===== src/rtl/progress_ctrl_if.sv =====
// Command and status bundle between the progress controller and its host.
// The host pulses start/pause/abort and reads back the registered status.
interface progress_ctrl_if;
  logic       start;
  logic       pause;
  logic       abort;
  logic [7:0] progress;
  logic       busy;
  logic       done;
  logic [1:0] state;

  modport master (
    output start, pause, abort,
    input  progress, busy, done, state
  );

  modport slave (
    input  start, pause, abort,
    output progress, busy, done, state
  );
endinterface


===== src/rtl/progress_ctrl.sv =====
// Progress-bar sequencer: counts TICK_DIV-cycle steps up to MAX_PROGRESS,
// with start/restart, pause toggle and abort. All outputs are registered.
module progress_ctrl #(
  parameter int unsigned TICK_DIV     = 6250000,
  parameter int unsigned MAX_PROGRESS = 72
) (
  input logic            CLOCK,
  input logic            RESET,
  progress_ctrl_if.slave bus
);

  typedef enum logic [1:0] {
    IDLE  = 2'd0,
    RUN   = 2'd1,
    PAUSE = 2'd2,
    DONE  = 2'd3
  } state_t;

  localparam int unsigned    CW        = $clog2(TICK_DIV);
  localparam logic [CW-1:0]  TICK_LAST = CW'(TICK_DIV - 1);
  localparam logic [CW-1:0]  CNT_ONE   = CW'(1);
  localparam logic [7:0]     PROG_MAX  = 8'(MAX_PROGRESS);

  state_t        state_q, state_d;
  logic [CW-1:0] tick_cnt, tick_cnt_d;
  logic [7:0]    progress_q, progress_d;
  logic          busy_q, busy_d;
  logic          done_q, done_d;

  always_ff @(posedge CLOCK) begin
    if (RESET) begin
      state_q    <= IDLE;
      tick_cnt   <= '0;
      progress_q <= '0;
      busy_q     <= 1'b0;
      done_q     <= 1'b0;
    end else begin
      state_q    <= state_d;
      tick_cnt   <= tick_cnt_d;
      progress_q <= progress_d;
      busy_q     <= busy_d;
      done_q     <= done_d;
    end
  end

  // abort and start override every state; pause then pre-empts any due tick
  always_comb begin
    state_d    = state_q;
    tick_cnt_d = tick_cnt;
    progress_d = progress_q;
    if (bus.abort) begin
      state_d    = IDLE;
      tick_cnt_d = '0;
      progress_d = '0;
    end else if (bus.start) begin
      state_d    = RUN;
      tick_cnt_d = '0;
      progress_d = '0;
    end else begin
      unique case (state_q)
        RUN: begin
          if (bus.pause) begin
            state_d = PAUSE;
          end else if (tick_cnt == TICK_LAST) begin
            tick_cnt_d = '0;
            if (progress_q >= PROG_MAX - 8'd1) begin
              progress_d = PROG_MAX;
              state_d    = DONE;
            end else begin
              progress_d = progress_q + 8'd1;
            end
          end else begin
            tick_cnt_d = tick_cnt + CNT_ONE;
          end
        end
        PAUSE: begin
          if (bus.pause) state_d = RUN;
        end
        default: ;
      endcase
    end

    busy_d = (state_d == RUN) || (state_d == PAUSE);
    done_d = (state_d == DONE) && (state_q != DONE);
  end

  assign bus.progress = progress_q;
  assign bus.state    = state_q;
  assign bus.busy     = busy_q;
  assign bus.done     = done_q;

endmodule


===== src/flat_wrapper.sv =====
// flat-port wrapper written by rule: the top's interface ports become plain ports
module progress_ctrl_flat 
#(
  parameter int unsigned TICK_DIV     = 6250000,
  parameter int unsigned MAX_PROGRESS = 72
)
  (CLOCK, RESET, bus_start, bus_pause, bus_abort, bus_progress, bus_busy, bus_done, bus_state);
  progress_ctrl_if bus_i ();
  input logic CLOCK;
  input logic RESET;
  input wire logic [$bits(bus_i.start)-1:0] bus_start;
  input wire logic [$bits(bus_i.pause)-1:0] bus_pause;
  input wire logic [$bits(bus_i.abort)-1:0] bus_abort;
  output wire logic [$bits(bus_i.progress)-1:0] bus_progress;
  output wire logic [$bits(bus_i.busy)-1:0] bus_busy;
  output wire logic [$bits(bus_i.done)-1:0] bus_done;
  output wire logic [$bits(bus_i.state)-1:0] bus_state;
  assign bus_i.start = bus_start;
  assign bus_i.pause = bus_pause;
  assign bus_i.abort = bus_abort;
  assign bus_progress = bus_i.progress;
  assign bus_busy = bus_i.busy;
  assign bus_done = bus_i.done;
  assign bus_state = bus_i.state;
  progress_ctrl #(.TICK_DIV(TICK_DIV), .MAX_PROGRESS(MAX_PROGRESS)) u_core (.CLOCK(CLOCK), .RESET(RESET), .bus(bus_i));
endmodule

===== config.mk =====
export PLATFORM = sky130hd
export DESIGN_NAME = progress_ctrl_flat
export DESIGN_NICKNAME = d
export VERILOG_FILES = /design/src/rtl/progress_ctrl_if.sv /design/src/rtl/progress_ctrl.sv /design/src/flat_wrapper.sv
export SDC_FILE = /design/constraint.sdc
export NUM_CORES = 1
export LEC_CHECK = 0
export ABC_AREA = 1
export BUFFER_PORTS_ARGS = -buffer_cell sky130_fd_sc_hd__buf_2
export CORE_MARGIN = 2
export CORE_UTILIZATION = 30
export DETAILED_ROUTE_END_ITERATION = 16
export GPL_ROUTABILITY_DRIVEN = 0
export SETUP_SLACK_MARGIN = 0.5
export SLEW_MARGIN = 20
export SYNTH_ARGS = -nofsm -noshare
export SYNTH_HDL_FRONTEND = slang
export SYNTH_SLANG_ARGS = --single-unit

===== constraint.sdc =====
create_clock -name CLOCK -period 2.4 [get_ports CLOCK]
set_clock_uncertainty 0.2 [all_clocks]
set_input_delay 0.24 -clock CLOCK [delete_from_list [all_inputs] [get_ports CLOCK]]
set_output_delay 0.24 -clock CLOCK [all_outputs]
set_load 0.03 [all_outputs]

==> results of run 1 <==
-- metal layers --
layer  part of all wire, %  global-route usage, %  vias to the layer above
li1                      -                      -                      925
met1                    49                   15.7                      790
met2                    45                   18.7                       38
met3                   4.5                   3.58                        7
met4                   1.2                   4.02                        0
met5                     0                      0                        -
-- where the power goes --
| part | switching [W] | internal, W | total (W) |
|---|---|---|---|
| Clock | 0.000217 | 0.000206 | 0.000424 |
| Combinational | 0.0000270 | 0.0000167 | 0.0000438 |
| Sequential | 0.00000185 | 0.000576 | 0.000578 |
-- Yosys cell counts, drive strengths merged --
master	count
dfxtp	35
nor2	55
nand2	53
o31ai	1
clkinv	1
nor3	6
nand3	20
a221oi	1
clkbuf	1
o21ai	7
ha	6
inv	39
xor2	7
a21o	1
xnor2	3
a21oi	14
nor3b	4
o21bai	1
o211a	1
o21a	3
nand3b	1
nand4	3
-- cell type report --
cell class,instances,area (um^2)
clock buffers,8,80.1
fillers,607,3520
inverters,40,154
multi-input cells,187,1180
flip-flops and latches,35,727
well taps,75,93.8
repair buffers,37,243
-- state kept, by name, indices dropped and copies added (netlist names) --
signal and count:
u_core.bus.busy 1, u_core.bus.done 1, u_core.bus.progress 8, u_core.bus.state 2
u_core.tick_cnt 23
-- cell families (layout without fill, tap and decap cells) --
family | count (synthesis) | count (layout) | share of synthesized area (%)
XOR/XNOR | 10 | 10 | 4.63
AO/OA/AOI/OAI | 29 | 29 | 9.00
AND/OR/NAND/NOR | 142 | 142 | 37.1
adder cells (fa/ha/maj) | 6 | 6 | 3.97
flip-flops | 35 | 35 | 37.1
buffers and inverters | 41 | 85 | 8.21
-- metrics by stage --
step | area, um^2 | hold WS, ns | worst slack [ns] | instances | utilization (%)
after detailed placement | 2090 | 0.252 | 0.373 | 355 | 34.9
final | 2470 | 0.119 | 0.547 | 382 | 41.3
after floorplan | 1900 | 0.103 | 0.495 | 263 | -
after global placement | 2090 | 0.253 | 0.363 | 355 | 34.9
after CTS | 2210 | -0.0397 | 0.451 | 366 | 36.9
after global routing | 2470 | 0.145 | 0.428 | 382 | 41.3
-- worst max-delay path: cells and delay by family (launching register included) --
kind	cells	cell delay [ns]
AOI/OAI and AO/OA	2	0.17
DFF	1	0.35
adders and majority gates	1	0.13
and+or+nand+nor	5	0.67
buffers and inverters	3	0.24
-- worst paths after layout --
kind | start | to | slack [ns] | depth (start not counted)
setup reg to reg | u_core.bus.state[1] | u_core.tick_cnt[12] | 0.55 | 11
hold reg to reg | u_core.tick_cnt[12] | u_core.tick_cnt[12] | 0.26 | 1
setup / recovery | u_core.bus.state[1] | u_core.tick_cnt[12] | 0.55 | 11
hold / removal | bus_abort | u_core.bus.state[1] | 0.12 | 6
-- cells in the final DEF (no fill, tap or decap), types with 5 or more instances in the layout --
cell type	synthesis	final
dfxtp_4	0	6
buf_4	0	19
nand3_1	14	12
inv_1	36	34
o21ai_0	6	6
dfxtp_1	35	26
nand3_2	4	6
clkbuf_8	0	5
nand2_2	1	6
buf_2	0	16
nand2_1	50	42
a21oi_1	14	14
xor2_1	7	7
nor2_4	6	9
nor2_1	48	43
-- what timing repair did --
item / 4_1_cts / 5_1_grt
endpoints found under the setup margin: 13 / 22
hold buffers: 1 / 1
resized for setup: 5 / 37
pin swaps: 1 / 17
setup buffers: 2 / 15
endpoints found under the hold margin: 4 / 3
==> flow_summary.json, run 1 <==
{
  "slowest_delay_ns": 0.35,
  "antenna_left": 0,
  "hp-class": "input port to register",
  "syn-num-nets": 274,
  "final-hold-violation-count": 0,
  "rows": 28,
  "path_clk_slew_ns": 0.08,
  "synthToLayoutAreaGrowth_pct": 30.8,
  "yosys-top-cells-area": "dfxtp_1 37%, nand2_1 9.9%, nor2_1 9.5%, inv_1 7.1%, ha_1 4.0%",
  "max_freq_ghz": 0.540,
  "io_buffers": 16,
  "synth_largest_area_cell": "dfxtp_1",
  "critPathMostFrequentCell": "nor2_4",
  "wl_um": 4360,
  "design.core.area_um2": 5990,
  "grt-ovfl-total": 0,
  "synth_top_area_share_pct": 37.1,
  "vias": 1760,
  "root_buffer": "clkbuf_8",
  "clkSinkCount": 35,
  "slew_violations": 0,
  "tightestPinTransition_ns": 0.496,
  "syn_area_um2": 1890,
  "drtPass1Iterations": 6,
  "setup_violations": 0,
  "die_area_um2": 6950,
  "die_width_um": 83.4,
  "grt_pass1_wl_um": 6810,
  "synthCells": 263,
  "end_kind": "register",
  "antenna_cells": 0,
  "clkLatencyLatePin_ns": 0.29,
  "track_usage_pct": 12.0,
  "syn_area_per_cell_um2": 7.19,
  "slowest_stage": "dfxtp_4",
  "cts_buffer_depth": 2,
  "criticalPathCategory": "register to register",
  "synth_warnings": 0,
  "tns_ns": 0,
  "place_hpwl_um": 2910,
  "grt_antenna_before_repair": 0,
  "rsz0062_at_grt": "yes",
  "drt-wirelength-per-cell_um": 11.4,
  "die_h_um": 83.4,
  "cts.htree.levels": 2,
  "power_density_nw_per_um2": 423,
  "grt_pass1_vias": 1528,
  "required_ns": 2.41,
  "io_pins": 17,
  "max-vdd-ir-drop_uv": 293,
  "period_needed_ns": 1.85,
  "path_max_fanout": 4,
  "start_util_pct": 31.6,
  "yosysUniqueCellTypes": 30,
  "cts_buffers": 5,
  "finalCritPeriodShare_pct": 77.2,
  "total_power_w": 0.00105,
  "slew-limit-headroom_pct": 66.9,
  "worstSetupStartpointType": "register",
  "ys_seq_elements": 35,
  "nets": 317,
  "drc": 0,
  "drtIter0Drc": 91,
  "yosysSeqAreaShare_pct": 37.1,
  "vias_per_cell": 4.61,
  "critPathArrivalTime_ns": 1.86,
  "power_leakage_nw": 0.996,
  "max_cap_violations": 0,
  "worstPathCellList": "inv_4, ha_4, inv_2, nor2_4, nand2_4, nor2_4, nand3_4, nor2_4, buf_4, o21ai_1, a21oi_1",
  "final_layout_size_suffix_gt1_share_pct": 30.3,
  "cts_tree": "yes",
  "outcome": "complete, no violations",
  "grt_max_degree": 15
}
Power figures use the tool's default switching activity.
==> run 2, diff against run 1 <==
clock period = 1.8 ns   (was 2.4 ns; I/O delays follow)
==> run 2 against run 1 <==
  * Sequential share of layout area decreased by 3.7 points
  * Sequential power is 34% higher
  * Critical path depth unchanged
  * Combinational power rose by 43%
  * Worst hold slack got worse by 0.18 ns
  * Routed wire length grew 1.5%
  * Clock power is 47% higher
  * Critical path type unchanged
  * The run now ends with negative hold slack, negative setup slack left
==> flow_summary.json, run 2 (synthesis gave the netlist of run 1 again) <==
{
  "max_cap_violations": 0,
  "slowest_stage": "dfxtp_4",
  "worst_slack_ns": -0.0139,
  "regMostFlops": "u_core.tick_cnt",
  "vias_per_cell": 4.45,
  "cts.htree.levels": 2,
  "cts_buffer_depth": 2,
  "final_common_cell": "nand2_1",
  "final_layout_size_suffix_gt1_share_pct": 39.2,
  "die_area_um2": 6950,
  "total_power_w": 0.00146,
  "drc": 0,
  "whs_ns": -0.0591,
  "drt-wirelength-per-cell_um": 10.8,
  "path_max_fanout": 5,
  "period_needed_ns": 1.81,
  "tns_ns": -0.0139,
  "power_leakage_nw": 1.17,
  "largest_reg_flops": 23,
  "rows": 28,
  "required_ns": 1.78,
  "finalCritPeriodShare_pct": 101,
  "criticalPathCategory": "register to register",
  "grt_pass1_vias": 1663,
  "worstSetupStartpointType": "register",
  "hp-class": "input port to register",
  "end_kind": "register",
  "design.core.area_um2": 5990,
  "root_buffer": "clkbuf_8",
  "clkLatencyLatePin_ns": 0.28,
  "clkSinkCount": 35,
  "cts_buffers": 5,
  "cts_tree": "yes",
  "antenna_cells": 0,
  "tightestPinTransition_ns": 0.511,
  "layout_common_cells": "42 x nand2_1, 40 x nor2_1, 38 x buf_4",
  "die_width_um": 83.4,
  "drtPass1Iterations": 4,
  "synthToLayoutAreaGrowth_pct": 49.1,
  "fillerInstances": 570,
  "placed_area_um2": 2420,
  "wl_um": 4420,
  "grt_max_degree": 15,
  "critPathArrivalTime_ns": 1.79,
  "slowest_delay_ns": 0.36,
  "drtIter0Drc": 87,
  "final-hold-violation-count": 4,
  "rsz0062_at_grt": "yes",
  "power_density_nw_per_um2": 518,
  "grt-ovfl-total": 0,
  "worstPathCellList": "inv_4, ha_4, inv_4, nor2_4, nand3_2, nor2_4, nand3_4, nor2_4, nand2_1, nand2_1, nor2_1",
  "slew_violations": 0,
  "die_h_um": 83.4,
  "track_usage_pct": 13.5,
  "grt_pass1_wl_um": 7650,
  "finish.instance_area_um2": 2820,
  "vias": 1819,
  "critPathMostFrequentCell": "nor2_4",
  "antenna_left": 0,
  "violations": "negative hold slack, negative setup slack",
  "outcome": "finished, violations left",
  "max-vdd-ir-drop_uv": 409,
  "max_freq_ghz": 0.551,
  "path_clk_slew_ns": 0.07,
  "place_hpwl_um": 3260,
  "slew-limit-headroom_pct": 65.9,
  "start_util_pct": 31.6,
  "nets": 344,
  "io_pins": 17,
  "io_buffers": 16,
  "grt_antenna_before_repair": 0,
  "setup_violations": 1
}
## run 2: changes by cell type in the layout (fill, tap and decap cells not counted), moves of 3 or more
cell	previous run	this run
nor2_1	43	40
o21ai_1	1	5
inv_2	4	0
buf_4	19	38
inv_4	1	4
o21ai_0	6	1
buf_2	16	11
nand3_2	6	3
nor2_4	9	12
nand3_4	2	5
dfxtp_2	3	6
buf_6	0	14
## run 2: metrics by stage
stage	cells	utilization [%]	setup WS (ns)
final	409	47.1	-0.0139
after global routing	409	47.1	-0.127
after CTS	407	45.2	0.00193
after detailed placement	389	40.4	-0.106
after global placement	389	40.4	-0.0361
after floorplan	263	-	-0.0359
## run 2: final cells by class
type	instances	area (um^2)	share of cell area [%]
Clock buffer	8	100	3.55
Inverter	40	165	5.86
Multi-Input combinational cell	187	1230	43.7
Sequential cell	35	723	25.7
Tap cell	75	93.8	3.33
Timing Repair Buffer	64	505	17.9
## run 2: metal layers
metal	track usage, %	vias to the layer above	share of wire, %
met5	0	-	0
met4	5.37	0	1.6
met3	2.68	5	1.7
met2	22.0	13	48
met1	17.4	828	48
li1	-	973	-
## run 2: power breakdown
| group | switching, W | internal (W) | total (W) |
|---|---|---|---|
| logic | 0.0000389 | 0.0000238 | 0.0000627 |
| registers | 0.00000228 | 0.000771 | 0.000773 |
| clock network | 0.000274 | 0.000349 | 0.000624 |
## run 2: repair_timing
item,CTS,global route
resized for setup,30,27
pin swaps,14,12
setup buffers,10,2
endpoints found under the hold margin,4,4
setup endpoints to repair,37,38
## run 2: worst paths after layout
kind	end	from	cells after the start	slack, ns
min reg2reg	u_core.bus.progress[3]	u_core.bus.progress[3]	2	0.30
min	u_core.bus.state[1]	RESET	2	-0.06
max	u_core.tick_cnt[17]	u_core.bus.state[1]	11	-0.01
max reg2reg	u_core.tick_cnt[17]	u_core.bus.state[1]	11	-0.01
## run 2: worst max-delay path: cells and delay by family (launching register included)
kind                       cells  cell delay, ns
and+or+nand+nor                8            0.92
buffers and inverters          2            0.10
adders and majority gates      1            0.13
DFF                            1            0.36
==> run 3, diff against run 2 <==
--- a/config.mk
+++ b/config.mk
@@ -13,5 +13,5 @@
 export GPL_ROUTABILITY_DRIVEN = 0
 export SETUP_SLACK_MARGIN = 0.5
-export SLEW_MARGIN = 20
+export SLEW_MARGIN = 0
 export SYNTH_ARGS = -nofsm -noshare
 export SYNTH_HDL_FRONTEND = slang
--- a/constraint.sdc
+++ b/constraint.sdc
@@ -3,3 +3,3 @@
 set_input_delay 0.18 -clock CLOCK [delete_from_list [all_inputs] [get_ports CLOCK]]
 set_output_delay 0.18 -clock CLOCK [all_outputs]
-set_load 0.03 [all_outputs]
+set_load 0.1 [all_outputs]
==> run 3 against run 2 <==
  * First-iteration DRC count down 56%
  * Utilization increased by 2.2 points
  * Clock-buffer cell count decreased by 1
  * The flow still finishes with violations (negative hold slack, negative setup slack)
  * Cell count rose by 0.49%
  * Routed wire length up 7.7%
  * Global-route usage increased by 0.80 points
  * Power is 0.74% lower
  * Worst hold slack lost 0.044 ns
  * Non-clock buffer count rose by 2
  * Register-to-register slack about the same
  * Via count is 3.4% higher
  * Critical endpoint is now u_core.tick_cnt[21]
==> flow_summary.json, run 3 (synthesis gave the netlist of run 1 again) <==
{
  "grt_pass1_vias": 1880,
  "grt-ovfl-total": 0,
  "clockPowerShare_pct": 41.6,
  "grt_max_degree": 15,
  "cp_top_family": "simple AND/OR/NAND/NOR gates",
  "layout_common_cells": "45 x nand2_1, 44 x nor2_1, 36 x buf_4",
  "clkSinkCount": 35,
  "vias_per_cell": 4.57,
  "finalCritPeriodShare_pct": 100,
  "power_frac_comb_pct": 5.4,
  "die_area_um2": 6950,
  "vias": 1880,
  "p_int_w": 0.00110,
  "track_usage_pct": 14.3,
  "max-vdd-ir-drop_uv": 364,
  "placed_area_um2": 2410,
  "whs_ns": -0.104,
  "utilization_pct": 49.2,
  "final_layout_size_suffix_gt1_share_pct": 40.8,
  "die_width_um": 83.4,
  "drtPass1Iterations": 5,
  "ff2ff_setup_slack_ns": -0.006,
  "outcome": "finished, violations left",
  "power_density_nw_per_um2": 491,
  "final-hold-violation-count": 4,
  "netSwitchingFraction_pct": 23.9,
  "nets": 346,
  "tightestPinTransition_ns": 0.522,
  "slew_violations": 0,
  "switchingPower_w": 0.000347,
  "violations": "negative hold slack, negative setup slack",
  "cts_tree": "yes",
  "total_power_w": 0.00145,
  "start_util_pct": 31.6,
  "setup_violations": 1,
  "grt_antenna_before_repair": 0,
  "drt-wirelength-per-cell_um": 11.6,
  "clkLatencyLatePin_ns": 0.30,
  "path_clk_slew_ns": 0.08,
  "seqPwrFrac_pct": 53.0,
  "finish.instance_area_um2": 2950,
  "critPathMostFrequentCell": "inv_4",
  "largest_reg_flops": 23,
  "antenna_cells": 0,
  "drc": 0,
  "slew-limit-headroom_pct": 65.2,
  "io_buffers": 16,
  "max_freq_ghz": 0.554,
  "fillerInstances": 592,
  "wl_um": 4760,
  "end_kind": "register",
  "worst_slack_ns": -0.00551,
  "cts_buffers": 5,
  "slowest_delay_ns": 0.36,
  "antenna_left": 0,
  "slowest_stage": "dfxtp_4",
  "hp-class": "input port to register",
  "design.core.area_um2": 5990,
  "regMostFlops": "u_core.tick_cnt",
  "tns_ns": -0.00551,
  "power_leakage_nw": 1.23,
  "path_max_fanout": 5,
  "required_ns": 1.76,
  "cts_buffer_depth": 2,
  "root_buffer": "clkbuf_8",
  "worstPathCellList": "inv_4, ha_4, inv_4, nor2_4, buf_4, buf_6, nand3_2, nor3_2, nand2_1, xor2_1, nor2_1",
  "criticalPathCategory": "register to register",
  "synthToLayoutAreaGrowth_pct": 56.0,
  "rows": 28,
  "grt_pass1_wl_um": 8200,
  "period_needed_ns": 1.81,
  "rsz0062_at_grt": "yes",
  "cts.htree.levels": 2,
  "cp_num_buf_inv": 4,
  "max_cap_violations": 0,
  "final_common_cell": "nand2_1",
  "die_h_um": 83.4,
  "drtIter0Drc": 38,
  "worstSetupStartpointType": "register",
  "place_hpwl_um": 3300,
  "io_pins": 17,
  "critPathArrivalTime_ns": 1.77
}
==> run 3: path summary, 6_finish.rpt <==
| kind | from | endpoint | cells after the start |
|---|---|---|---|
| setup / recovery | u_core.bus.state[1] | u_core.tick_cnt[21] | 11 |
| hold / removal | RESET | u_core.bus.busy | 2 |
| hold reg to reg | u_core.bus.progress[3] | u_core.bus.progress[3] | 2 |
| setup reg to reg | u_core.bus.state[1] | u_core.tick_cnt[21] | 11 |
==> run 3: repair_timing <==
item	4_1_cts	5_1_grt
endpoints found under the setup margin	46	44
hold endpoints to repair	4	4
resized for setup	57	30
buffers inserted	13	4
pin swaps	11	10
==> run 3: through the flow <==
step | std cells | hold WS (ns) | setup WS (ns)
global placement | 386 | 0.202 | -0.0572
floorplan | 263 | 0.0427 | -0.182
finish | 411 | -0.104 | -0.00551
CTS | 407 | -0.112 | 0.0316
global route | 411 | -0.0805 | -0.144
detailed placement | 386 | 0.205 | -0.121
==> run 3: cell type report <==
cell class                      count  area, um^2  area share [%]
Clock buffer                        7        86.3            2.93
Tap cell                           75        93.8            3.18
Multi-Input combinational cell    187        1220            41.4
Clock inverter                      1        5.00           0.170
Timing Repair Buffer               66         636            21.6
Inverter                           40         168            5.69
Sequential cell                    35         741            25.1
==> run 3: power groups by stage <==
stage / combinational [W] / clock [W] / sequential, W
final: 0.0000785 / 0.000603 / 0.000768
after global routing: 0.0000858 / 0.000651 / 0.000768
after CTS: 0.0000737 / 0.000622 / 0.000767
after detailed placement: 0.0000624 / 0 / 0.000785
after global placement: 0.0000618 / 0 / 0.000785
after floorplan: 0.0000263 / 0 / 0.000800
==> run 3: metal layers <==
| layer | GRT usage [%] | wire [um] | share of wire (%) | vias up |
|---|---|---|---|---|
| met5 | 0 | 0 | 0 | - |
| met2 | 25.2 | 2520 | 53 | 26 |
| met3 | 2.98 | 141 | 3.0 | 5 |
| li1 | - | - | - | 978 |
| met1 | 17.1 | 2050 | 43 | 871 |
| met4 | 4.92 | 51 | 1.1 | 0 |
